[config.mk]
export PLATFORM = sky130hd
export DESIGN_NAME = calc_seq_dp
export DESIGN_NICKNAME = d
export VERILOG_FILES = /design/src/rtl/calc_pkg.sv /design/src/rtl/calc_rf.sv /design/src/rtl/calc_seq_dp.sv
export SDC_FILE = /design/constraint.sdc
export NUM_CORES = 1
export LEC_CHECK = 0
export BUFFER_PORTS_ARGS = -buffer_cell sky130_fd_sc_hd__buf_2
export CORE_AREA = 2 2 62 64
export DETAILED_ROUTE_END_ITERATION = 6
export DIE_AREA = 0 0 64 66
export GPL_TIMING_DRIVEN = 0
export PLACE_DENSITY = 0.66
export SYNTH_ARGS = -nofsm -noshare
export SYNTH_HDL_FRONTEND = slang
export SYNTH_SLANG_ARGS = --single-unit
[constraint.sdc]
create_clock -name clk -period 2.2 [get_ports clk]
set_input_delay 0.11 -clock clk [delete_from_list [all_inputs] [get_ports clk]]
set_output_delay 0.11 -clock clk [all_outputs]
set_load 0.01 [all_outputs]
[src/rtl/calc_pkg.sv]
// Shared types for the sequential calculator datapath.
// Holds the ALU opcode enum and the controller state enum.
package calc_pkg;

  typedef enum logic [1:0] {
    ADD = 2'b00,
    SUB = 2'b01,
    AND = 2'b10,
    XOR = 2'b11
  } op_e;

  typedef enum logic [2:0] {
    ST_IDLE  = 3'd0,
    ST_LOAD1 = 3'd1,
    ST_LOAD2 = 3'd2,
    ST_EXEC  = 3'd3,
    ST_DONE  = 3'd4
  } state_e;

endpackage

[src/rtl/calc_rf.sv]
// Register file: NREG x WIDTH, one write port, two async read ports.
// Ports: clk, rst (async high), i_we/i_waddr/i_wdata, i_raddr_a/o_rdata_a, i_raddr_b/o_rdata_b.
module calc_rf #(
  parameter int WIDTH = 4,
  parameter int NREG  = 4
) (
  input  logic                    clk,
  input  logic                    rst,
  input  logic                    i_we,
  input  logic [$clog2(NREG)-1:0] i_waddr,
  input  logic [WIDTH-1:0]        i_wdata,
  input  logic [$clog2(NREG)-1:0] i_raddr_a,
  output logic [WIDTH-1:0]        o_rdata_a,
  input  logic [$clog2(NREG)-1:0] i_raddr_b,
  output logic [WIDTH-1:0]        o_rdata_b
);

  logic [WIDTH-1:0] r_mem [NREG];

  always_ff @(posedge clk or posedge rst) begin
    if (rst) begin
      for (int i = 0; i < NREG; i++)
        r_mem[i] <= '0;
    end else if (i_we) begin
      r_mem[i_waddr] <= i_wdata;
    end
  end

  assign o_rdata_a = r_mem[i_raddr_a];
  assign o_rdata_b = r_mem[i_raddr_b];

endmodule

[src/rtl/calc_seq_dp.sv]
// Sequential calculator: operands go through a register file, ALU result to R[NREG-1].
// Ports: clk, rst, start, chain, op, in1, in2 -> busy, done, out, ovf.
// Macro CALC_OVF_EN enables signed-overflow reporting on ovf (tied 0 otherwise).
module calc_seq_dp
  import calc_pkg::*;
#(
  parameter int WIDTH = 4,
  parameter int NREG  = 4
) (
  input  logic             clk,
  input  logic             rst,
  input  logic             start,
  input  logic             chain,
  input  logic [1:0]       op,
  input  logic [WIDTH-1:0] in1,
  input  logic [WIDTH-1:0] in2,
  output logic             busy,
  output logic             done,
  output logic [WIDTH-1:0] out,
  output logic             ovf
);

  localparam int AW = $clog2(NREG);
  localparam logic [AW-1:0] LAST = AW'(NREG - 1);
  localparam logic [AW-1:0] R1   = AW'(1);

  state_e           r_state;
  op_e              r_op;
  logic             r_chain;
  logic [WIDTH-1:0] r_in1;
  logic [WIDTH-1:0] r_in2;
  logic [WIDTH-1:0] r_out;
  logic             r_done;

  logic             w_we;
  logic [AW-1:0]    w_waddr;
  logic [WIDTH-1:0] w_wdata;
  logic [AW-1:0]    w_raddr_a;
  logic [WIDTH-1:0] w_a;
  logic [WIDTH-1:0] w_b;
  logic [WIDTH-1:0] w_res;

  // Port A serves operand A in EXEC and the stored result in DONE.
  assign w_raddr_a = (r_state == ST_EXEC && !r_chain) ? '0 : LAST;

  calc_rf #(
    .WIDTH (WIDTH),
    .NREG  (NREG)
  ) u_rf (
    .clk       (clk),
    .rst       (rst),
    .i_we      (w_we),
    .i_waddr   (w_waddr),
    .i_wdata   (w_wdata),
    .i_raddr_a (w_raddr_a),
    .o_rdata_a (w_a),
    .i_raddr_b (R1),
    .o_rdata_b (w_b)
  );

  always_comb begin
    w_res = '0;
    unique case (r_op)
      ADD: w_res = w_a + w_b;
      SUB: w_res = w_a - w_b;
      AND: w_res = w_a & w_b;
      XOR: w_res = w_a ^ w_b;
      default: w_res = '0;
    endcase
  end

  always_comb begin
    w_we    = 1'b0;
    w_waddr = '0;
    w_wdata = '0;
    unique case (r_state)
      ST_LOAD1: begin
        w_we    = 1'b1;
        w_waddr = '0;
        w_wdata = r_in1;
      end
      ST_LOAD2: begin
        w_we    = 1'b1;
        w_waddr = R1;
        w_wdata = r_in2;
      end
      ST_EXEC: begin
        w_we    = 1'b1;
        w_waddr = LAST;
        w_wdata = w_res;
      end
      default: ;
    endcase
  end

`ifdef CALC_OVF_EN
  logic w_ovf;
  logic r_ovf_pend;
  logic r_ovf;

  // Subtraction overflows when operand signs differ and the result
  // sign departs from A.
  always_comb begin
    w_ovf = 1'b0;
    unique case (r_op)
      ADD: w_ovf = (w_a[WIDTH-1] == w_b[WIDTH-1]) &&
                   (w_res[WIDTH-1] != w_a[WIDTH-1]);
      SUB: w_ovf = (w_a[WIDTH-1] != w_b[WIDTH-1]) &&
                   (w_res[WIDTH-1] != w_a[WIDTH-1]);
      default: w_ovf = 1'b0;
    endcase
  end

  always_ff @(posedge clk or posedge rst) begin
    if (rst) begin
      r_ovf_pend <= 1'b0;
      r_ovf      <= 1'b0;
    end else if (r_state == ST_EXEC) begin
      r_ovf_pend <= w_ovf;
    end else if (r_state == ST_DONE) begin
      r_ovf      <= r_ovf_pend;
    end
  end

  assign ovf = r_ovf;
`else
  assign ovf = 1'b0;
`endif

  always_ff @(posedge clk or posedge rst) begin
    if (rst) begin
      r_state <= ST_IDLE;
      r_op    <= ADD;
      r_chain <= 1'b0;
      r_in1   <= '0;
      r_in2   <= '0;
      r_out   <= '0;
      r_done  <= 1'b0;
    end else begin
      r_done <= 1'b0;
      unique case (r_state)
        ST_IDLE: begin
          // The done-pulse cycle still counts as busy.
          if (start && !r_done) begin
            r_op    <= op_e'(op);
            r_chain <= chain;
            r_in1   <= in1;
            r_in2   <= in2;
            r_state <= chain ? ST_LOAD2 : ST_LOAD1;
          end
        end
        ST_LOAD1: r_state <= ST_LOAD2;
        ST_LOAD2: r_state <= ST_EXEC;
        ST_EXEC:  r_state <= ST_DONE;
        ST_DONE: begin
          r_out   <= w_a;
          r_done  <= 1'b1;
          r_state <= ST_IDLE;
        end
        default: r_state <= ST_IDLE;
      endcase
    end
  end

  assign busy = (r_state != ST_IDLE) || r_done;
  assign done = r_done;
  assign out  = r_out;

endmodule

Word-level counts from Yosys, hierarchy flattened
Index checks and enable logic that the tools add are counted.
Cells by class
  add/subtract/negate cells: 2
  multiply operators: 0
  divide/modulo/power cells: 0
  magnitude comparators: 3
  equality and inequality tests: 8
  shifts and indexed selects: 0
  multiplexer cells: 15
  bitwise operators: 4
  reductions and logical operators: 11
Operator list (number)
  16-bit bitwise mux: 1
  4-bit one-hot mux with 4 select lines: 1
  4-bit two-way mux: 3
  3-bit one-hot mux with 4 select lines: 1
  4-bit one-hot mux with 3 select lines: 1
  4-bit binary-select mux with 2-bit select: 1
  4-bit demux with 2-bit select: 1
  3-bit by 2-bit == test with 1-bit output (second input constant): 2
  3-bit greater-or-equal comparator (second input constant): 2
  2-bit inverter with 3-bit output: 2
  4-bit adder: 1
  4-bit AND: 1
  2-bit == test (second input constant): 2
  2-bit two-way mux: 2
  2-bit one-hot mux with 2 select lines: 1
  4-bit subtractor: 1
  4-bit XOR: 1
  3-bit by 1-bit == test with 1-bit output (second input constant): 1
  3-bit == test (second input constant): 1
  1-bit logical AND: 3
  3-bit zero test: 1
  3-bit by 1-bit less-than comparator with 1-bit output (second input constant): 1
  3-bit two-way mux: 1
  3-bit nonzero test: 1
  other kinds (8): 10
Word-level totals
  bits in registers: 35
  latch bits: 0
  bits in writable memories: 0
  bits in read-only memories: 0
  input bits: 14
  output and inout bits: 7
  word-level logic and storage cells: 54
  memories kept: 0

Longest topological paths before layout
Gate-level depths: netlist of run 1.
  word-level depth: 11
  gate-level depth with buffers: 11

Modules after synthesis
From an unflattened synthesis of run 1, not the netlist that was laid out.
Second synthesis, totals
  cell total of the unflattened synthesis: 163
  area total of the unflattened synthesis: 2050.7 um^2
By module, submodules not included
  calc_seq_dp: instances 1, cells each 118, area an instance 1247.4 um^2, sequential area each 475.5 um^2
  calc_rf: instances 1, cells each 45, area an instance 803.3 um^2, sequential area each 400.4 um^2

Worst setup path after synthesis of run 1
Ideal clock, no wire load.
  path kind: register to register
  start: register r_state[2]
  end: register u_rf.r_mem[3] (netlist name)
  setup time: 0.064 ns
  arrival: 2.212 ns
  required time: 2.136 ns
  path slack: -0.077 ns
  cell stages (with the launch flop): 11
  cell sequence: dfrtp_1 -> nand3b_4 -> nor2_4 -> mux2i_1 -> inv_1 -> ha_1 -> a21o_1 -> a21oi_1 -> xnor3_1 -> o21ai_1 -> o21a_1
On the way
  longest elaborated chain between the ends: 11
RTL lines
  start, declared: line calc_seq_dp.sv:27  | state_e r_state;
  start signal, assigned: line calc_seq_dp.sv:149  | r_state <= chain ? ST_LOAD2 : ST_LOAD1;
  3-bit by 2-bit == test with 1-bit output (*): line calc_seq_dp.sv:44  | assign w_raddr_a = (r_state == ST_EXEC && !r_chain) ? '0 : LAST;
  1-bit logical AND (*): line calc_seq_dp.sv:44
  2-bit two-way mux (*): line calc_seq_dp.sv:44
  2-bit inverter with 3-bit output (implied by the code) (*): line calc_rf.sv:29  | assign o_rdata_a = r_mem[i_raddr_a];
  4-bit binary-select mux with 2-bit select (*): line calc_rf.sv:29
  4-bit two-way mux (implied by the code) (*) (2 in series): line calc_rf.sv:29
  via u_rf.o_rdata_a[1]: line calc_rf.sv:13  | output logic [WIDTH-1:0] o_rdata_a,
  4-bit subtractor / 4-bit adder (equally long branches): line calc_seq_dp.sv:65, calc_seq_dp.sv:64
  4-bit one-hot mux with 4 select lines (*): line calc_seq_dp.sv:63  | unique case (r_op)
  4-bit one-hot mux with 3 select lines (*): line calc_seq_dp.sv:76  | unique case (r_state)
  16-bit bitwise mux (*): line calc_rf.sv:25  | r_mem[i_waddr] <= i_wdata;
  end signal, assigned by index: line calc_rf.sv:25
  end, declared: line calc_rf.sv:18  | logic [WIDTH-1:0] r_mem [NREG];
Mark *: on every way through the listed nets, which the timed path passes. The rest lies on a longest branch. The select of a mux whose other input is x is not followed.
A chain may end at the register's enable or synchronous reset.

Worst setup path in the final report of run 1
Ends and elaborated chain as after synthesis.

==> impl_results.rst, run 1 <==
.. list-table::
   :header-rows: 1

   * - Metric
     - Value
   * - Root buffer cell
     - clkbuf_4
   * - Highest achievable clock rate
     - 0.4514 GHz
   * - Nature of the critical path endpoint
     - flop
   * - Max transition margin
     - 22.10%
   * - Data required time at the worst endpoint
     - 2.48 ns
   * - Via count
     - 1,070
   * - Initial cell density of the core
     - 43.69%
   * - Routed wirelength normalized by instance count
     - 12.93 um
   * - Sum of overflow across all layers after global routing
     - 0
   * - Share of the clock period used by the worst path after layout
     - 100.7%
   * - Static Leakage
     - 0.9559 nW
   * - Pre-Repair DR Iteration Count
     - 5
   * - Ratio of cells with drive above 1 in the final layout
     - 40.91%
   * - Shortest clock period the worst path allows after layout
     - 2.215 ns
   * - Final GP Congestion
     - 0.7876
   * - Maximum number of buffers from clock root to sink
     - 2
   * - Setup WS post-layout
     - -0.01516 ns
   * - Worst clock skew on the final layout
     - 0.006208 ns
   * - Number of remaining DRC errors
     - 0
   * - Number of cells in the design after placement
     - 197
   * - Arrival time reported for the critical path endpoint
     - 2.50 ns
   * - Fin area
     - 2024 um^2
   * - Post-Route WL
     - 2897 um
   * - Count of maximum capacitance violations
     - 0
   * - # rows
     - 22
   * - Mean instance size in the synthesized netlist
     - 11.93 um^2
   * - Initial antenna violation count
     - 0
   * - Final nets
     - 198
   * - Endpoints failing hold
     - 0
   * - Post-synthesis sequential element count
     - 31
   * - Synthesized netlist cell count
     - 130
   * - Highest fanout seen on the critical path
     - 4
   * - Number of DRC markers in iteration 0
     - 28
   * - Non-filler instance count after layout
     - 224
   * - Max IR drop VDD
     - 743.8 uV
   * - Chip Height
     - 66 um
   * - Count of endpoints failing setup in the final report
     - 1
   * - Number of slew-limit violations in the final report
     - 0
   * - Clock buffer count from CTS
     - 5
   * - Post-route ant nets
     - 0
   * - Violated checks
     - negative setup slack
   * - Core box area
     - 3551 um^2
   * - Setup repair after global routing missed its margin
     - yes
   * - Total routing resource utilization after global routing
     - 15.92%
   * - HPWL reported at the end of detailed placement
     - 1975 um
   * - Category of the worst setup path launch point
     - flop
   * - Type of the tightest min-delay check
     - in2reg
   * - Largest net degree at the start of global routing
     - 32
   * - Total power after layout
     - 0.003249 W
   * - Count of yosys warnings during synthesis
     - 0
   * - Clock latency at the later pin of the worst-skew pair
     - 0.34 ns
   * - Number of I/O port buffers
     - 19
   * - Wire length of the first global-routing pass
     - 4988 um
   * - Area after detailed placement
     - 1714 um^2
   * - Chip Width
     - 64 um
   * - Clock sinks
     - 31
   * - Die Outline Area
     - 4224 um^2
   * - Via count normalized by instance count
     - 4.777
   * - Number of global-route vias before repair
     - 1,090
   * - Clock transition at path regs
     - 0.10 ns
   * - Actual slew at the worst max-slew pin
     - 1.167 ns
   * - Synth-to-layout area growth
     - 30.48%
   * - Post-Syn Area
     - 1551 um^2
   * - Number of diodes
     - 0
   * - Worst Hold Margin
     - 0.06372 ns
   * - Launching element of the worst setup path
     - r_state[2]
   * - Kind of critical path
     - reg2reg
   * - Final core utilization
     - 57.01%
   * - Power Dens Cells
     - 1605 nW/um^2
   * - Maximum level of the CTS H-tree
     - 2
   * - Netlist cell types
     - 29
   * - Sequential cell area fraction in the yosys report
     - 50.00%
   * - Min-delay src
     - chain
   * - Run status
     - finished with violations
   * - Num ports
     - 21
   * - Synthesized Nets
     - 153
   * - Startpoint of the worst-slack reg-to-reg timing path
     - r_state[2]
   * - TritonCTS clock tree
     - done
## registers in the layout (all words and copies together), names as in the netlist
register,flops
done,1
out,4
r_chain,1
r_in1,4
r_in2,4
r_op,2
r_state,3
u_rf.r_mem,12
## cells by family (layout without fill, tap and decap cells)
family | count (synthesis) | after routing | synth area share [%]
other cells | 1 | 1 | 0.2417
fa+ha+maj | 9 | 9 | 7.742
xor+xnor | 4 | 4 | 3.145
mux | 25 | 25 | 17.74
buf+inv | 14 | 60 | 3.951
flops | 31 | 31 | 50.00
simple gates | 25 | 25 | 9.596
compound gates | 21 | 21 | 7.580
## worst paths after layout
| kind | endpoint | slack, ns | cells after the start |
|---|---|---|---|
| setup / recovery | u_rf.r_mem[3] | -0.02 | 10 |
| hold / removal | r_chain | 0.06 | 3 |
| setup reg to reg | u_rf.r_mem[3] | -0.02 | 10 |
| hold reg to reg | u_rf.r_mem[9] | 0.49 | 2 |
| max in group asynchronous | out[1] | 1.44 | 2 |
| min in group asynchronous | r_in1[3] | 0.07 | 2 |
## synthesized netlist by cell type
cell type  instances  area, um^2
dfrtp_1           31       775.7
mux2_2            20       225.2
inv_1             10       37.54
nand2_1            9       33.78
ha_1               8       100.1
o21ai_0            8       40.04
a21oi_1            7       35.03
mux2i_1            5       50.05
nor2_1             4       15.01
nor2b_1            3       18.77
a211oi_1           2       15.01
buf_4              2       15.01
nand2b_1           2       12.51
nor3_1             2       10.01
nor3b_1            2       15.01
xnor2_1            2       17.52
a21o_1             1       7.510
buf_2              1       5.000
clkbuf_1           1       3.750
conb_1             1       3.750
fa_1               1       20.02
nand3b_4           1       20.02
nor2_4             1       11.26
nor3b_2            1       12.51
o21a_1             1       7.510
o21ai_1            1       5.000
o31ai_1            1       7.510
xnor3_1            1       22.52
xor2_1             1       8.760
## per-stage QoR
step | setup slack, ns | setup TNS [ns]
2_1_floorplan | -0.02694 | -0.02694
3_3_place_gp | -0.2507 | -0.4336
3_5_place_dp | -0.2878 | -0.4879
4_1_cts | -0.02231 | -0.02231
5_1_grt | -0.1525 | -0.2316
6_report | -0.01516 | -0.01516
## placed cells by master, fill, tap and decap left out, drive strengths merged, types with 2 or more instances in the layout
cell,instances
a211oi,2
nand2b,2
mux2,20
nor2b,3
ha,8
nor3,2
mux2i,5
dfrtp,31
xnor2,2
nor2,5
inv,10
o21ai,9
nor3b,3
nand2,9
a21oi,7
clkbuf,8
buf,31
dlygate4sd3,10
## per-layer routing
layer	track usage, %	routed length (um)	part of all wire, %	up-vias
li1	-	-	-	534
met1	19.41	1320	46	505
met2	26.82	1409	49	27
met3	5.111	135	4.7	4
met4	4.891	31	1.1	0
met5	0	0	0	-
## layout make-up
| cell class | count | area, um^2 |
|---|---|---|
| Buffer | 4 | 33.78 |
| Clock buffer | 7 | 65.06 |
| Clock inverter | 1 | 7.507 |
| Fill cell | 306 | 1526 |
| Inverter | 10 | 37.54 |
| Multi-Input combinational cell | 85 | 782.0 |
| Sequential cell | 31 | 775.7 |
| Tap cell | 48 | 60.06 |
| Timing Repair Buffer | 38 | 262.8 |
## worst max-delay path, stage by stage, from the launching register on
cell and delay, ns:
dfrtp_1 0.39, nand3b_4 0.17, nor2_4 0.23, mux2i_4 0.29, inv_2 0.08, ha_4 0.21
a21o_1 0.16, a21oi_2 0.13, xnor3_1 0.22, o21ai_1 0.15, o21a_1 0.13
## where the power goes
| part | switching (W) | internal (W) | leakage [nW] |
|---|---|---|---|
| sequential | 0.000228 | 0.000852 | 0.375 |
| combinational | 0.000784 | 0.000999 | 0.543 |
| clock | 0.000200 | 0.000187 | 0.0375 |
## what timing repair did
item | 4_1_cts | 5_1_grt
gates resized for setup | 13 | 4
endpoints found under the hold margin | 10 | 0
hold buffers | 10 | 0
cloned | 0 | 0
pin swaps | 5 | 5
endpoints found under the setup margin | 2 | 2
buffers inserted | 7 | 2
Note: power is estimated with default switching activity, not from simulation.
==> inputs of run 2 (changes only) <==
TNS_END_PERCENT = 30   (was not set)
==> impl_results.rst, run 2 (same netlist as run 1, synthesis figures left out) <==
.. list-table::
   :header-rows: 1

   * - Metric
     - Value
   * - Data required time at the worst endpoint
     - 2.48 ns
   * - Share of the clock period used by the worst path after layout
     - 100.7%
   * - Post-route ant nets
     - 0
   * - Ratio of cells with drive above 1 in the final layout
     - 40.91%
   * - Type of the tightest min-delay check
     - in2reg
   * - Chip Height
     - 66 um
   * - Number of diodes
     - 0
   * - Arrival time reported for the critical path endpoint
     - 2.50 ns
   * - Kind of critical path
     - reg2reg
   * - Most common cell after layout, fill and taps aside
     - dfrtp_1
   * - Pre-Repair DR Iteration Count
     - 5
   * - Clock buffer count from CTS
     - 5
   * - Sum of negative setup slack
     - -0.01501 ns
   * - Num ports
     - 21
   * - R2R setup slack
     - -0.02 ns
   * - Sum of overflow across all layers after global routing
     - 0
   * - Number of DRC markers in iteration 0
     - 31
   * - Setup repair after global routing missed its margin
     - yes
   * - Shortest clock period the worst path allows after layout
     - 2.215 ns
   * - # rows
     - 22
   * - Via count
     - 1,070
   * - Nature of the critical path endpoint
     - flop
   * - Ordered list of cells on the worst path
     - nand3b_4 > nor2_4 > mux2i_4 > inv_2 > ha_4 > a21o_1 > a21oi_2 > xnor3_1 > o21ai_1 > o21a_1
   * - Min-Delay Path Depth
     - 3
   * - Wire length of the first global-routing pass
     - 4988 um
   * - Setup slack at placement
     - -0.2878 ns
   * - Post-Route WL
     - 2897 um
   * - Largest net degree at the start of global routing
     - 32
   * - Category of the worst setup path launch point
     - flop
   * - Via count normalized by instance count
     - 4.777
   * - Clock sinks
     - 31
   * - Total power after layout
     - 0.003249 W
   * - Worst clock skew on the final layout
     - 0.006208 ns
   * - Highest cell delay on the worst timing path
     - 0.39 ns
   * - Initial cell density of the core
     - 43.69%
   * - Number of I/O port buffers
     - 19
   * - Number of remaining DRC errors
     - 0
   * - Core box area
     - 3551 um^2
   * - Total routing resource utilization after global routing
     - 15.92%
   * - Endpoints failing hold
     - 0
   * - Largest register FFs
     - 12
   * - Final core utilization
     - 57.01%
   * - Worst R2R Path Depth
     - 10
   * - Synth-to-layout area growth
     - 30.48%
   * - Die Outline Area
     - 4224 um^2
   * - Root buffer cell
     - clkbuf_4
   * - Final GP Congestion
     - 0.7876
   * - Static Leakage
     - 0.9559 nW
   * - Count of endpoints failing setup in the final report
     - 1
   * - Final nets
     - 198
   * - TritonCTS clock tree
     - done
   * - Setup WS post-layout
     - -0.01501 ns
   * - Routed wirelength normalized by instance count
     - 12.93 um
   * - Highest fanout seen on the critical path
     - 4
   * - CP max-delay cell
     - dfrtp_1
   * - Number of slew-limit violations in the final report
     - 0
   * - Non-filler instance count after layout
     - 224
   * - Max IR drop VDD
     - 743.8 uV
   * - Maximum level of the CTS H-tree
     - 2
   * - Count of maximum capacitance violations
     - 0
   * - Run status
     - finished with violations
   * - Actual slew at the worst max-slew pin
     - 1.167 ns
   * - Power Dens Cells
     - 1605 nW/um^2
   * - Commonest non-fill, non-tap cells in the layout
     - dfrtp_1, mux2_2, buf_2, buf_4, dlygate4sd3_1
   * - Chip Width
     - 64 um
   * - Clock latency at the later pin of the worst-skew pair
     - 0.34 ns
   * - Number of cells in the design after placement
     - 197
   * - Violated checks
     - negative setup slack
   * - Largest register by flop count
     - u_rf.r_mem
   * - Clock transition at path regs
     - 0.10 ns
   * - Maximum number of buffers from clock root to sink
     - 2
   * - HPWL reported at the end of detailed placement
     - 1975 um
   * - Number of global-route vias before repair
     - 1,090
   * - Initial antenna violation count
     - 0
   * - Highest achievable clock rate
     - 0.4515 GHz
   * - Max transition margin
     - 22.10%
-- run 2: cell counts in the layout (fill, tap and decap cells not counted) --
Identical to the previous run, type by type.
-- run 2: critical path, delay by kind of cell (launching register included) --
family / cells / cell delay (ns)
AO/OA/AOI/OAI: 4 / 0.57
AND/OR/NAND/NOR: 2 / 0.40
flip-flops: 1 / 0.39
multiplexers: 1 / 0.29
XOR/XNOR: 1 / 0.22
adder cells (fa/ha/maj): 1 / 0.21
buffers and inverters: 1 / 0.08
-- run 2: layout make-up --
class                   instances  area [um^2]
clock buffers                   7        65.06
well taps                      48        60.06
multi-input cells              85        782.0
repair buffers                 38        262.8
flip-flops and latches         31        775.7
inverters                      10        37.54
plain buffers                   4        33.78
fillers                       306         1526
clock inverters                 1        7.507
-- run 2: final timing paths --
kind / startpoint / to
max in group asynchronous: rst / out[1]
min reg2reg: r_in2[1] / u_rf.r_mem[9]
max: r_state[2] / u_rf.r_mem[3]
min in group asynchronous: rst / r_in1[3]
max reg2reg: r_state[2] / u_rf.r_mem[3]
min: chain / r_chain
-- run 2: timing repair --
action                                  4_1_cts  5_1_grt
resized for setup                            13        4
hold buffers                                 10        0
pin swaps                                     5        5
buffers inserted                              7        2
endpoints found under the setup margin        2        2
endpoints found under the hold margin        10        0
-- run 2: power breakdown --
part / total, W / internal, W / switching, W / leakage, nW
combinational: 0.00178 / 0.000999 / 0.000784 / 0.543
sequential: 0.00108 / 0.000852 / 0.000228 / 0.375
clock: 0.000386 / 0.000187 / 0.000200 / 0.0375
total: 0.00325 / 0.00204 / 0.00121 / 0.956
-- run 2: metrics by stage --
| stage | cell area (um^2) | hold WS (ns) |
|---|---|---|
| 4_1_cts | 2003 | 0.04490 |
| 5_1_grt | 2024 | 0.03122 |
| 2_1_floorplan | 1559 | 0.2135 |
| 3_3_place_gp | 1714 | 0.3409 |
| 6_report | 2024 | 0.06372 |
| 3_5_place_dp | 1714 | 0.3466 |
-- run 2: per-layer routing --
| metal | vias up | track usage, % | routed length (um) |
|---|---|---|---|
| li1 | 534 | - | - |
| met1 | 505 | 19.41 | 1320 |
| met2 | 27 | 26.82 | 1409 |
| met3 | 4 | 5.111 | 135 |
| met4 | 0 | 4.891 | 31 |
| met5 | - | 0 | 0 |
